**src/rtl/cordic_pkg.sv**
```systemverilog
// Shared constants, arctangent table and FSM encoding for the iterative CORDIC sequencer.
package cordic_pkg;

  // Q4.12 angle landmarks (radians * 4096)
  localparam logic [15:0] PI_HALF   = 16'd6434;
  localparam logic [15:0] PI_CONST  = 16'd12868;
  localparam logic [15:0] PI_3_HALF = 16'd19302;
  localparam logic [15:0] PI_X2     = 16'd25736;

  // 1/K pre-scale so the rotated vector ends at unit magnitude (4096)
  localparam logic [15:0] K_INV = 16'd2487;

  typedef enum logic [1:0] {
    StIdle,
    StIter,
    StFix,
    StDone
  } cordic_state_e;

  // atan(2^-i) in Q4.12
  function automatic logic [15:0] atan_lut(input logic [3:0] idx);
    logic [15:0] val;
    case (idx)
      4'd0:    val = 16'd3217;
      4'd1:    val = 16'd1899;
      4'd2:    val = 16'd1003;
      4'd3:    val = 16'd509;
      4'd4:    val = 16'd256;
      4'd5:    val = 16'd128;
      4'd6:    val = 16'd64;
      4'd7:    val = 16'd32;
      4'd8:    val = 16'd16;
      4'd9:    val = 16'd8;
      4'd10:   val = 16'd4;
      4'd11:   val = 16'd2;
      4'd12:   val = 16'd1;
      4'd13:   val = 16'd1;
      default: val = 16'd0;
    endcase
    return val;
  endfunction

endpackage

```
**src/rtl/cordic_controller_quadrant_mapper.sv**
```systemverilog
// Folds a [0,2*PI) angle into [-PI/2,PI/2] and reports which output signs must be flipped.
module quadrant_mapper
  import cordic_pkg::*;
(
  input  logic        [15:0] angle_i,
  output logic signed [15:0] z_o,
  output logic               flip_x_o,
  output logic               flip_y_o,
  output logic               err_o
);

  // Quadrant select: Q2 reflects about PI/2, Q3 rotates by PI, Q4 wraps to a negative angle
  always_comb begin
    z_o      = '0;
    flip_x_o = 1'b0;
    flip_y_o = 1'b0;
    err_o    = (angle_i >= PI_X2);
    if (angle_i < PI_HALF) begin
      z_o = $signed(angle_i);
    end else if (angle_i < PI_CONST) begin
      z_o      = $signed(PI_CONST - angle_i);
      flip_x_o = 1'b1;
    end else if (angle_i < PI_3_HALF) begin
      z_o      = $signed(angle_i - PI_CONST);
      flip_x_o = 1'b1;
      flip_y_o = 1'b1;
    end else begin
      // Wraps modulo 2^16 into [-PI/2,0) for legal angles
      z_o = $signed(angle_i - PI_X2);
    end
  end

endmodule

```
**src/rtl/cordic_controller.sv**
```systemverilog
// Sequencer for a single-stage rotation-mode CORDIC producing sin/cos of a Q4.12 angle.
module cordic_controller
  import cordic_pkg::*;
#(
  parameter int unsigned N_ITER = 16,
  parameter int unsigned GUARD  = 2
) (
  input  logic               clk,
  input  logic               rst,
  input  logic        [15:0] angle_in,
  input  logic               in_valid,
  output logic               in_ready,
  output logic signed [15:0] sin_out,
  output logic signed [15:0] cos_out,
  output logic               err_out,
  output logic               out_valid,
  input  logic               out_ready,
  output logic               busy
);

  localparam int unsigned W = 16 + GUARD;
  localparam logic [3:0] CNT_LAST = 4'(N_ITER - 1);
  localparam logic signed [W-1:0] SAT_POS = W'(4096);
  localparam logic signed [W-1:0] SAT_NEG = -SAT_POS;

  cordic_state_e state_q, state_d;
  logic signed [W-1:0] x_q, x_d, y_q, y_d, z_q, z_d;
  logic [3:0] cnt_q, cnt_d;
  logic flip_x_q, flip_x_d, flip_y_q, flip_y_d, err_q, err_d;
  logic signed [15:0] sin_q, sin_d, cos_q, cos_d;
  logic err_out_q, err_out_d, out_valid_q, out_valid_d;

  logic signed [15:0] map_z;
  logic map_flip_x, map_flip_y, map_err;
  logic signed [W-1:0] shift_x, shift_y, atan_w, cos_full, sin_full;

  quadrant_mapper u_mapper (
    .angle_i  (angle_in),
    .z_o      (map_z),
    .flip_x_o (map_flip_x),
    .flip_y_o (map_flip_y),
    .err_o    (map_err)
  );

  // Clamp to the unit circle range, then keep the low 16 bits
  function automatic logic signed [15:0] sat16(input logic signed [W-1:0] v);
    if (v > SAT_POS) return 16'sd4096;
    if (v < SAT_NEG) return -16'sd4096;
    return v[15:0];
  endfunction

  // Next-state, datapath and output register updates
  always_comb begin
    state_d     = state_q;
    x_d         = x_q;
    y_d         = y_q;
    z_d         = z_q;
    cnt_d       = cnt_q;
    flip_x_d    = flip_x_q;
    flip_y_d    = flip_y_q;
    err_d       = err_q;
    sin_d       = sin_q;
    cos_d       = cos_q;
    err_out_d   = err_out_q;
    out_valid_d = out_valid_q;
    shift_x     = x_q >>> cnt_q;
    shift_y     = y_q >>> cnt_q;
    atan_w      = $signed({{GUARD{1'b0}}, atan_lut(cnt_q)});
    cos_full    = flip_x_q ? -x_q : x_q;
    sin_full    = flip_y_q ? -y_q : y_q;
    unique case (state_q)
      StIdle: begin
        if (in_valid) begin
          x_d      = $signed({{GUARD{1'b0}}, K_INV});
          y_d      = '0;
          z_d      = {{GUARD{map_z[15]}}, map_z};
          flip_x_d = map_flip_x;
          flip_y_d = map_flip_y;
          err_d    = map_err;
          cnt_d    = '0;
          state_d  = map_err ? StFix : StIter;
        end
      end
      StIter: begin
        if (z_q[W-1]) begin
          x_d = x_q + shift_y;
          y_d = y_q - shift_x;
          z_d = z_q + atan_w;
        end else begin
          x_d = x_q - shift_y;
          y_d = y_q + shift_x;
          z_d = z_q - atan_w;
        end
        cnt_d = cnt_q + 4'd1;
        if (cnt_q == CNT_LAST) state_d = StFix;
      end
      StFix: begin
        cos_d       = err_q ? 16'sd0 : sat16(cos_full);
        sin_d       = err_q ? 16'sd0 : sat16(sin_full);
        err_out_d   = err_q;
        out_valid_d = 1'b1;
        state_d     = StDone;
      end
      StDone: begin
        if (out_ready) begin
          out_valid_d = 1'b0;
          state_d     = StIdle;
        end
      end
    endcase
  end

  // State and datapath registers with synchronous reset
  always_ff @(posedge clk) begin
    if (rst) begin
      state_q     <= StIdle;
      x_q         <= '0;
      y_q         <= '0;
      z_q         <= '0;
      cnt_q       <= '0;
      flip_x_q    <= 1'b0;
      flip_y_q    <= 1'b0;
      err_q       <= 1'b0;
      sin_q       <= '0;
      cos_q       <= '0;
      err_out_q   <= 1'b0;
      out_valid_q <= 1'b0;
    end else begin
      state_q     <= state_d;
      x_q         <= x_d;
      y_q         <= y_d;
      z_q         <= z_d;
      cnt_q       <= cnt_d;
      flip_x_q    <= flip_x_d;
      flip_y_q    <= flip_y_d;
      err_q       <= err_d;
      sin_q       <= sin_d;
      cos_q       <= cos_d;
      err_out_q   <= err_out_d;
      out_valid_q <= out_valid_d;
    end
  end

  assign in_ready  = !rst && (state_q == StIdle);
  assign busy      = !rst && (state_q != StIdle);
  assign sin_out   = sin_q;
  assign cos_out   = cos_q;
  assign err_out   = err_out_q;
  assign out_valid = out_valid_q;

endmodule
```
**config.mk**
```make
export PLATFORM = sky130hd
export DESIGN_NAME = cordic_controller
export DESIGN_NICKNAME = d
export VERILOG_FILES = /design/src/rtl/cordic_pkg.sv /design/src/rtl/cordic_controller_quadrant_mapper.sv /design/src/rtl/cordic_controller.sv
export SDC_FILE = /design/constraint.sdc
export NUM_CORES = 1
export LEC_CHECK = 0
export BUFFER_PORTS_ARGS = -buffer_cell sky130_fd_sc_hd__buf_2
export CAP_MARGIN = 10
export CORE_UTILIZATION = 39
export DETAILED_ROUTE_END_ITERATION = 8
export HOLD_SLACK_MARGIN = 0.12
export SYNTH_ARGS = -nofsm -noshare
export SYNTH_HDL_FRONTEND = slang
export SYNTH_SLANG_ARGS = --single-unit
```
**constraint.sdc**
```tcl
create_clock -name clk -period 13.8 [get_ports clk]
set_input_delay 0.69 -clock clk [delete_from_list [all_inputs] [get_ports clk]]
set_output_delay 0.69 -clock clk [all_outputs]
set_load 0.05 [all_outputs]
```
==> run metrics <==
status=completed; final std cells w/o fill=1766; worst hold path type=flip-flop to flip-flop; Final Hold Viols=0; Crit Path Max Fanout=55; max frequency=0.183 GHz; Final HPWL DP=22200 um; clk root buf=clkbuf_16; crit start category=flip-flop; sw frac=0.512; gpl congestion=0.870; capturing element type of the critical path=flip-flop; post-route ant nets=0; DRC=0; synthesized area per cell=7.82 um^2; final setup margin=8350 ps; prevailing post-synth register cell=dfxtp_1; number of global-route vias before repair=9252; Hold Buf Count CTS=0; CTS tree=yes; pre-CTS setup slack=8420 ps; Crit Path Class=flip-flop to flip-flop; MaxCap Viol Count=0; GRT Util Overall=0.210; Clk network pwr share=0.092; die height=170 um; die width=170 um; PortBufs=55; fin crit share=0.395; cts repair resizes=0; number of enable flip-flop cells after synthesis=0; Final nets=1482; WL per Instance=17.1 um; syn_nets=1503; overall routed net length=30200 um; clk_lat worst skew=370 ps; via count=10200; Placed Instances=1750; commonest non-fill, non-tap cell in the layout=nor2_1; clock sink count=109; initial core utilization=0.396; initial antenna violation count=0; CP Launch Point=cnt_q[1]$_SDFFE_PP0P_; Leak Pwr=4.64 nW; Post-Synthesis Cells=1404; cts bufs inserted=9; die footprint=28800 um^2; part of the power in registers=0.184; final number of setup-violating endpoints=0; # Post-CTS Setup Buffers=0; RSZ-0062 raised after global routing=false; total gr overflow=0; Cell Area, Synth=11000 um^2; worst r2r src=cnt_q[1]$_SDFFE_PP0P_; Logic pwr share=0.724; Critical Path RT=14050 ps; Slew HR=0.269; Worst IR Drop VDD=0.000117 V; power per cell area=252 nW/um^2; CORE AREA=27700 um^2; Hold Startpoint=sin_out[3]$_SDFFE_PP0P_; most frequent cells in the layout=nor2_1 (149), nand2_1 (143), dfxtp_1 (107); layout cells sized above 1=0.126; synth warn=0; First-pass DRT Iterations=5; sequential area share after synthesis=0.199; CP arrival=5710 ps; clock-pin slew on the worst setup and hold paths=90 ps; num rows=61; Yosys cell types=82; sw power=1.51 mW; post-synthesis register bit count=109; final setup skew=17.8 ps; Post-synth ARST share=0; TNS Setup=0 ps; IO Count=56; Internal=1.44 mW; Max Slew Vio Count=0; first-pass GRT wire length=48700 um; measured slew at the worst slew-check pin=1090 ps; number of DRC markers in iteration 0=849; largest net degree at the start of global routing=76; clock period minus worst slack=5450 ps; Max Buffers Root-to-Sink=2; Diodes inserted=0; H-tree levels=3; Area Growth Syn to Fin=6.66%; drt via density=5.76
Yosys cell counts, drive strengths merged (30+ instances only):
master / instances / area share
clkbuf: 75 / 0.026
xnor2: 68 / 0.055
a21oi: 95 / 0.043
nand2b: 30 / 0.017
ha: 76 / 0.087
nor3: 30 / 0.014
dfxtp: 109 / 0.20
nand2: 143 / 0.049
xor2: 60 / 0.048
inv: 47 / 0.016
mux4: 37 / 0.076
o21ai: 94 / 0.047
nor2: 152 / 0.052
kinds of logic (layout without fill, tap and decap cells):
family	after synthesis	after routing	synth area share
AO/OA/AOI/OAI	398	398	0.244
XOR/XNOR	128	128	0.103
adder cells (fa/ha/maj)	79	79	0.0921
buffers and inverters	149	133	0.0556
flip-flops	109	109	0.199
multiplexers	70	70	0.107
AND/OR/NAND/NOR	471	471	0.199
metal layers:
| metal | global-route usage | part of all wire |
|---|---|---|
| met5 | 0 | 0 |
| met4 | 0.0646 | 0.021 |
| met3 | 0.0226 | 0.035 |
| met2 | 0.361 | 0.48 |
| met1 | 0.275 | 0.46 |
through the flow:
step	hold slack, ps	instance area, um^2	util	power (mW)
after floorplan	422	11000	-	2.25
after global placement	429	11400	0.412	2.65
after detailed placement	437	11400	0.412	2.67
after CTS	457	11700	0.422	2.96
after global routing	479	11700	0.423	3.23
final	449	11700	0.423	2.95
power groups by stage:
stage	clock network (mW)	registers, mW	logic, mW
after detailed placement	0	0.549	2.12
after CTS	0.280	0.541	2.14
after global routing	0.290	0.556	2.38
final	0.272	0.542	2.14
after floorplan	0	0.488	1.76
after global placement	0	0.546	2.10
worst paths after layout:
kind	cells past startpoint	to	slack [ps]
hold / removal	2	sin_out[3]$_SDFFE_PP0P_	450
hold reg to reg	2	sin_out[3]$_SDFFE_PP0P_	450
setup reg to reg	21	y_q[17]$_SDFFE_PP0P_	8350
setup / recovery	21	y_q[17]$_SDFFE_PP0P_	8350
worst max-delay path: stages, from the launching register on:
cell and delay, ps:
dfxtp_2 310, buf_4 540, mux4_2 600, mux2_2 310
a222oi_1 600, a21boi_2 290, and3_1 320, nand3_1 200
inv_1 140, nor2_1 50, xor2_1 170, ha_1 350
nand2_1 100, o21ai_0 90, a21oi_1 220, a21boi_0 280
a21oi_1 140, nor2_1 130, a21oi_1 80, xnor2_1 140
a21oi_1 150, o22ai_1 100
cell type report:
type,instances,area (um^2)
timing repair buffer,69,380
clock buffer,10,239
inverter,48,180
fill,2851,16000
tap,378,473
multi-input combinational,1146,8200
sequential,109,2180
clock inverter,6,53.8
sequential cells by signal (all words and copies together), names as in the netlist:
| name | flops |
|---|---|
| atan_w | 12 |
| cnt_q | 4 |
| cos_out | 16 |
| err_out | 1 |
| err_q | 1 |
| flip_x_q | 1 |
| flip_y_q | 1 |
| out_valid | 1 |
| sin_out | 16 |
| state_q | 2 |
| x_q | 18 |
| y_q | 18 |
| z_q | 18 |
No activity file was read; power rests on OpenSTA's default activity.
